--- src/rtl/inbuf_cal_pkg.sv ---
// rtl/inbuf_cal_pkg.sv - shared FSM states, constants and sweep-index to offset-code mapping
package inbuf_cal_pkg;

   typedef enum logic [2:0] {
      ST_IDLE,
      ST_SETUP,
      ST_SETTLE,
      ST_SAMPLE,
      ST_EVAL,
      ST_DONE
   } cal_state_t;

   localparam logic [3:0] CODE_ZERO    = 4'b1000;
   localparam logic [3:0] CODE_MAX_NEG = 4'b0111;
   localparam logic [3:0] K_LAST       = 4'd14;

   // Index 7 is the zero point; below it the magnitude counts down on the negative side.
   function automatic logic [3:0] idx_to_code(input logic [3:0] k);
      if (k < 4'd7)
         return {1'b0, 3'(4'd7 - k)};
      else
         return {1'b1, 3'(k - 4'd7)};
   endfunction

endpackage

--- src/rtl/inbuf_cal_chan.sv ---
// rtl/inbuf_cal_chan.sv - one input buffer: synchroniser, ones counter, lock/err state, osc mux
module inbuf_cal_chan
   import inbuf_cal_pkg::*;
#(
   parameter int SAMPLES = 8
) (
   input  logic       clk,
   input  logic       rst,
   input  logic       buf_raw,
   input  logic       clr,
   input  logic       setup,
   input  logic       sample_en,
   input  logic       eval_en,
   input  logic       done_en,
   input  logic       active,
   input  logic [3:0] code,
   output logic [3:0] osc,
   output logic [3:0] cal_code,
   output logic       cal_err,
   output logic       locked,
   output logic       lock_now
);

   localparam int CW = $clog2(SAMPLES + 1);
   localparam logic [CW-1:0] HALF = CW'(SAMPLES / 2);

   logic [1:0]    sync;
   logic [CW-1:0] ones;
   logic [3:0]    cur_code;

   // Exactly half ones is not a majority, so a toggling buffer never locks.
   assign lock_now = eval_en && !locked && (ones > HALF);
   assign osc      = (active && !locked) ? cur_code : cal_code;

   always_ff @(posedge clk or posedge rst) begin
      if (rst) begin
         sync     <= 2'b00;
         ones     <= '0;
         cur_code <= CODE_ZERO;
      end else begin
         sync <= {sync[0], buf_raw};
         if (setup) begin
            ones <= '0;
            if (!locked)
               cur_code <= code;
         end else if (sample_en && !locked) begin
            ones <= ones + CW'(sync[1]);
         end
      end
   end

   // Locking on the most negative code means the buffer was already saturated high.
   always_ff @(posedge clk or posedge rst) begin
      if (rst) begin
         locked   <= 1'b0;
         cal_err  <= 1'b0;
         cal_code <= CODE_ZERO;
      end else if (clr) begin
         locked  <= 1'b0;
         cal_err <= 1'b0;
      end else if (lock_now) begin
         locked   <= 1'b1;
         cal_code <= cur_code;
         cal_err  <= (cur_code == CODE_MAX_NEG);
      end else if (done_en && !locked) begin
         cal_err  <= 1'b1;
         cal_code <= CODE_ZERO;
      end
   end

endmodule

--- src/rtl/inbuf_offset_cal.sv ---
// rtl/inbuf_offset_cal.sv - multi-channel input-buffer offset calibration sequencer
module inbuf_offset_cal
   import inbuf_cal_pkg::*;
#(
   parameter int NUM_CH        = 8,
   parameter int SETTLE_CYCLES = 4,
   parameter int SAMPLES       = 8
) (
   input  logic                  clk,
   input  logic                  rst,
   input  logic                  start,
   output logic                  busy,
   output logic                  done,
   input  logic [NUM_CH-1:0]     buf_o,
   output logic [4*NUM_CH-1:0]   osc,
   output logic [NUM_CH-1:0]     osc_en,
   output logic [4*NUM_CH-1:0]   cal_code,
   output logic [NUM_CH-1:0]     cal_err,
   output logic                  code_valid
);

   localparam int CNT_MAX = (SETTLE_CYCLES > SAMPLES) ? SETTLE_CYCLES : SAMPLES;
   localparam int CNT_W   = $clog2(CNT_MAX + 1);

   cal_state_t        state;
   logic [3:0]        k;
   logic [CNT_W-1:0]  cnt;
   logic [NUM_CH-1:0] locked;
   logic [NUM_CH-1:0] lock_now;
   logic              all_locked_next;

   // Channels locking on this EVAL edge must count toward the early exit.
   assign all_locked_next = &(locked | lock_now);

   for (genvar c = 0; c < NUM_CH; c++) begin : g_chan
      inbuf_cal_chan #(.SAMPLES(SAMPLES)) u_chan (
         .clk       (clk),
         .rst       (rst),
         .buf_raw   (buf_o[c]),
         .clr       ((state == ST_IDLE) && start),
         .setup     (state == ST_SETUP),
         .sample_en (state == ST_SAMPLE),
         .eval_en   (state == ST_EVAL),
         .done_en   (state == ST_DONE),
         .active    (state != ST_IDLE),
         .code      (idx_to_code(k)),
         .osc       (osc[4*c +: 4]),
         .cal_code  (cal_code[4*c +: 4]),
         .cal_err   (cal_err[c]),
         .locked    (locked[c]),
         .lock_now  (lock_now[c])
      );
   end

   always_ff @(posedge clk or posedge rst) begin
      if (rst) begin
         state      <= ST_IDLE;
         k          <= 4'd0;
         cnt        <= '0;
         busy       <= 1'b0;
         done       <= 1'b0;
         osc_en     <= '0;
         code_valid <= 1'b0;
      end else begin
         done <= 1'b0;
         case (state)
            ST_IDLE: begin
               if (start) begin
                  state      <= ST_SETUP;
                  k          <= 4'd0;
                  busy       <= 1'b1;
                  code_valid <= 1'b0;
               end
            end
            ST_SETUP: begin
               osc_en <= '1;
               cnt    <= '0;
               state  <= ST_SETTLE;
            end
            ST_SETTLE: begin
               if (cnt == CNT_W'(SETTLE_CYCLES - 1)) begin
                  cnt   <= '0;
                  state <= ST_SAMPLE;
               end else begin
                  cnt <= cnt + 1'b1;
               end
            end
            ST_SAMPLE: begin
               if (cnt == CNT_W'(SAMPLES - 1)) begin
                  cnt   <= '0;
                  state <= ST_EVAL;
               end else begin
                  cnt <= cnt + 1'b1;
               end
            end
            ST_EVAL: begin
               if (all_locked_next || (k == K_LAST)) begin
                  state <= ST_DONE;
               end else begin
                  k     <= k + 4'd1;
                  state <= ST_SETUP;
               end
            end
            ST_DONE: begin
               done       <= 1'b1;
               code_valid <= 1'b1;
               osc_en     <= '0;
               busy       <= 1'b0;
               state      <= ST_IDLE;
            end
            default: state <= ST_IDLE;
         endcase
      end
   end

endmodule
--- config.mk ---
export PLATFORM = sky130hd
export DESIGN_NAME = inbuf_offset_cal
export DESIGN_NICKNAME = d
export VERILOG_FILES = /design/src/rtl/inbuf_cal_pkg.sv /design/src/rtl/inbuf_cal_chan.sv /design/src/rtl/inbuf_offset_cal.sv
export SDC_FILE = /design/constraint.sdc
export NUM_CORES = 1
export LEC_CHECK = 0
export ABC_CLOCK_PERIOD_IN_PS = 14200
export CAP_MARGIN = 20
export CORE_ASPECT_RATIO = 0.7
export CORE_UTILIZATION = 53
export DETAILED_ROUTE_END_ITERATION = 10
export PLACE_DENSITY_LB_ADDON = 0.15
export SYNTH_ARGS = -nofsm -noshare
export SYNTH_HDL_FRONTEND = slang
export SYNTH_SLANG_ARGS = --single-unit
export TNS_END_PERCENT = 10
--- constraint.sdc ---
create_clock -name clk -period 14.2 [get_ports clk]
set_input_delay 2.13 -clock clk [delete_from_list [all_inputs] [get_ports clk]]
set_output_delay 2.13 -clock clk [all_outputs]
set_load 0.02 [all_outputs]
== Word level (Yosys, flattened, before mapping) ==
Index checks and enable logic that the tools add are counted.
Cells by class
  add/subtract/negate cells: 12
  $lt $le $gt $ge: 9
  equal/unequal tests: 20
  multiplexer cells: 98
  bitwise gates (word level): 10
  reductions and logical operators: 108
Operators by type and width (count)
  4-bit 2-to-1 mux: 45
  2-bit nonzero test: 27
  1-bit 2-to-1 mux: 43
  1-bit logical AND: 41
  4-bit by 3-bit == test with 1-bit output, second input constant: 9
  2-bit AND reduction: 17
  4-bit by 1-bit adder with 4-bit output: 8
  4-bit by 3-bit greater-than comparator with 1-bit output, second input constant: 8
  3-bit nonzero test: 10
  8-bit one-hot mux with 2 select lines: 1
  3-bit one-hot mux with 5 select lines: 1
  3-bit 2-to-1 mux: 4
  4-bit one-hot mux with 3 select lines: 1
  1-bit inverter: 9
  4-bit by 1-bit adder with 4-bit output, second input constant: 2
  1-bit zero test: 8
  2-bit inequality test, second input constant: 4
  8-bit OR: 1
  4-bit one-hot mux with 2 select lines: 1
  8-bit AND reduction: 1
  3-bit by 2-bit == test with 1-bit output, second input constant: 2
  3-bit == test, second input constant: 2
  3-bit AND reduction: 2
  4-bit by 2-bit == test with 1-bit output, second input constant: 1
  8 further kinds: 9
Storage, ports and cells
  flip-flop bits (word level): 150
  bits of input ports: 11
  word-level logic and storage cells: 312

== Depth between registers and ports, before layout ==
  depth after elaboration: 8
  mapped depth: 8

== Modules after synthesis ==
A second synthesis with hierarchy kept.
Unflattened totals
  cells, all modules: 619
  area total of the unflattened synthesis: 7096.8 sq um
By module, submodules not included
  inbuf_cal_chan: instances 8, cells each 65, area each 770.7 sq um, seq. area each 402.9 sq um
  inbuf_offset_cal: instances 1, cells each 99, area each 930.9 sq um, seq. area each 375.4 sq um

== Worst setup path before layout ==
OpenSTA, ideal clock, no wires.
  kind: register -> output
  from: register state[0]
  to: output osc[0]
  arrival: 1489 ps
  slack: 10581 ps
  stages on the path, launching flop included: 5
  buffers on the path: 1
  path through: dfrtp_1 > buf_2 > nor3_2 > nor2_1 > mux2_2
Between the ends
  longest elaborated chain between the ends: 3
Ends and longest elaborated chain
  from (decl): line inbuf_offset_cal.sv:25  | cal_state_t state;
  from (signal assigned): line inbuf_offset_cal.sv:57  | state <= ST_IDLE;
  from (signal assigned): line inbuf_offset_cal.sv:69  | state <= ST_SETUP;
  from (signal assigned): line inbuf_offset_cal.sv:78  | state <= ST_SETTLE;
  3-bit nonzero test: line inbuf_offset_cal.sv:45  | .active (state != ST_IDLE),
  1-bit logical AND: line inbuf_cal_chan.sv:33  | assign osc = (active && !locked) ? cur_code : cal_code;
  4-bit 2-to-1 mux: line inbuf_cal_chan.sv:33
  to (decl): line inbuf_offset_cal.sv:15  | output logic [4*NUM_CH-1:0] osc,
Every way passes these cells.

== Final worst setup path ==
  from: register state[0]
  to: output osc[11]
The elaborated chain is that of the path after synthesis.

==> impl_metrics.py <==
metrics = {
    "die": {
        "fp.dieArea_sq_um": 13000,
        "coreArea_sq_um": 12000,
        "dieWidth_microns": 136,
        "ios": 94,
        "initial_core_util": 0.557,
        "rows": 33,
        "die_y_microns": 95.9,
    },
    "synthesis": {
        "yosys-top-cells-count": "dfrtp_1 (127), nor2_1 (75), nand2_1 (66), o21ai_0 (65), mux2_2 (41)",
        "synth_most_common_cell": "dfrtp_1",
        "ys_warn_count": 0,
        "synth_edf_count": 0,
        "netlist.area_leader.share": 0.477,
        "synth_largest_area_cell": "dfrtp_1",
        "synth.net_count": 673,
        "ys.flop_type": "dfrtp_1",
        "synth_cells": 643,
        "netlist_area_sq_um": 6670,
        "seq_area_frac_synth": 0.540,
        "synth_cell_type_count": 48,
        "synth.top_cells.by_area": "dfrtp_1 (48%), mux2_2 (6.9%), dfstp_2 (6.3%)",
        "ys_ff_latch": 143,
        "syn_area_per_cell_sq_um": 10.4,
        "ys_async_sr_fraction": 1.00,
    },
    "critical_path": {
        "path_buf_inv": 1,
        "path_cells": "nor3_2 -> nor2_1 -> mux2_2 -> clkdlybuf4s50_1",
        "arrival_ns": 3.03,
        "critPathLaunchType": "flop",
        "worstSetupPathType": "flop to output pin",
        "worst_r2r_path_depth": 4,
        "required_ns": 12.07,
        "critPathCaptureType": "output pin",
        "path_delay_family": "simple AND/OR/NAND/NOR gates",
        "worst-path-max-fanout": 12,
        "crit_slowest_cell": "nor3_2",
        "crit_cells": 4,
        "cp_slowest_stage_delay_ns": 0.91,
    },
    "cts": {
        "hold_buffers": 0,
        "clk_path_buf_depth": 2,
        "cts_root_buffer": "clkbuf_16",
        "cts_setup_buffers": 0,
        "clock_sinks": 143,
        "cts_tree": "built",
        "numCtsBuffers": 17,
        "clk_pin_slew_worst_paths_ns": 0.07,
        "cts.htree.levels": 4,
        "clkLatencyLatePin_ns": 0.42,
        "cts_resized": 0,
    },
    "timing": {
        "hold_viol": 0,
        "relSlewSlack": 0.296,
        "tightestPinTransition_ns": 1.05,
        "min_period_over_period": 0.364,
        "fmax_mhz": 194,
        "clock_skew_ns": 0.0105,
        "period_minus_slack_ns": 5.16,
        "setup-violations-final": 0,
        "rsz0062_at_grt": "no",
        "slew_violations": 0,
        "fin_setup_tns_ns": 0,
    },
    "hold_path": {
        "hp-class": "flop to flop",
        "hold_path_depth": 0,
    },
    "routing": {
        "avgRoutedWirePerCell_microns": 17.9,
        "via_count": 5121,
        "routed_wl_mm": 15.9,
        "drt.antenna.violating_nets": 0,
        "drtPass1Iterations": 4,
        "drt-initial-drc-count": 392,
        "vias_per_cell": 5.75,
        "detail_route.drc_violations": 0,
    },
    "placed_design": {
        "gp_congestion": 0.850,
        "port-buffer-count": 93,
        "dp_hpwl_mm": 10.5,
        "postPlaceCellArea_sq_um": 7610,
    },
    "status": {
        "status": "finished, final reports clean",
    },
    "cells_and_area": {
        "finalInstanceArea_sq_um": 8230,
        "fillCellCount": 902,
        "syn2layout_area_growth_pct": 23.4,
        "antennaDiodeCount": 0,
        "final_nets": 750,
        "drive_gt1_frac": 0.139,
    },
    "grt": {
        "grt_overflow_total": 0,
        "grt_pass1_wl_mm": 25.8,
        "grt_pass1_vias": 5034,
        "grtUsageTotal": 0.261,
        "grt_antenna_before_repair": 0,
        "grt_max_degree": 86,
    },
    "flow_run": {
        "cap_viol_max_count": 0,
    },
    "power": {
        "powerDensity_nw_per_um2": 227,
        "leakagePower_uw": 0.00359,
        "max-vdd-ir-drop_mv": 0.149,
    },
}
==> cell families (layout without fill, tap and decap cells) <==
group	Yosys count	after routing	share of synthesized area
xor+xnor	19	19	0.0250
flops	143	143	0.540
fa+ha+maj	19	19	0.0356
mux	44	44	0.0737
buf+inv	72	162	0.0507
simple gates	186	186	0.122
compound gates	160	160	0.153
==> per-stage QoR <==
stage,hold WS (ns),power [uW],setup WS (ns),instances,util
3_5_place_dp,0.339,1430,9.42,856,0.636
3_3_place_gp,0.333,1400,9.50,856,0.636
6_report,0.343,1870,9.04,890,0.687
5_1_grt,0.341,1980,8.86,890,0.687
4_1_cts,0.342,1870,9.00,888,0.683
2_1_floorplan,0.331,1140,8.26,643,-
==> layout by cell type (no fill, tap or decap), types with 7 or more instances in the layout <==
master	n
nand2_1	66
o21a_1	8
dfrtp_1	127
inv_1	29
xor2_1	17
a211oi_1	10
clkdlybuf4s50_1	93
nand3_1	11
mux2_2	41
o21ai_0	65
dfstp_2	16
nand4_1	9
nor2_1	75
ha_1	19
a21oi_1	33
o211ai_1	13
clkbuf_16	17
a22o_1	7
==> state kept, by name, summed over array words and instances (netlist names), 3 cells and up <==
name	cells
g_chan.u_chan.cur_code	32
g_chan.u_chan.cal_code	32
g_chan.u_chan.sync	16
g_chan.u_chan.ones	32
g_chan.u_chan.cal_err	8
k	4
cnt	4
state	3
g_chan.u_chan.locked	8
==> where the power goes <==
part	internal (uW)	switching, uW
clock network	263	169
logic	354	393
registers	550	139
total	1170	701
==> routing by layer <==
layer / wire length, microns / global-route usage
met2: 7550 / 0.420
met3: 935 / 0.0621
met5: 0 / 0
met4: 142 / 0.0750
met1: 7270 / 0.356
==> path summary, 6_finish.rpt <==
kind	slack (ns)	from	end
worst max-delay path	9.04	state[0]	osc[11]
worst min-delay path	0.34	g_chan[2].u_chan.sync[0]	g_chan[2].u_chan.sync[1]
worst max register to register	11.54	state[0]	g_chan[6].u_chan.cur_code[0]
worst min register to register	0.34	g_chan[2].u_chan.sync[0]	g_chan[2].u_chan.sync[1]
max in group asynchronous	10.86	rst	g_chan[0].u_chan.cur_code[3]
min in group asynchronous	2.14	rst	g_chan[5].u_chan.sync[0]
==> worst reg2reg max path, cell delays in order (launching register included) <==
cell and delay (ns):
dfrtp_1 0.60, nor2b_1 0.43, nand2b_1 0.57, nor2_1 0.56
mux2_2 0.40
==> cell type report <==
| class | instances | area, sq um | area share |
|---|---|---|---|
| Clock buffer | 22 | 454 | 0.0552 |
| Clock inverter | 10 | 116 | 0.0141 |
| Tap cell | 157 | 196 | 0.0239 |
| Inverter | 30 | 118 | 0.0143 |
| Timing Repair Buffer | 100 | 1010 | 0.123 |
| Sequential cell | 143 | 3600 | 0.437 |
| Multi-Input combinational cell | 428 | 2730 | 0.332 |
Power figures use the tool's default switching activity.
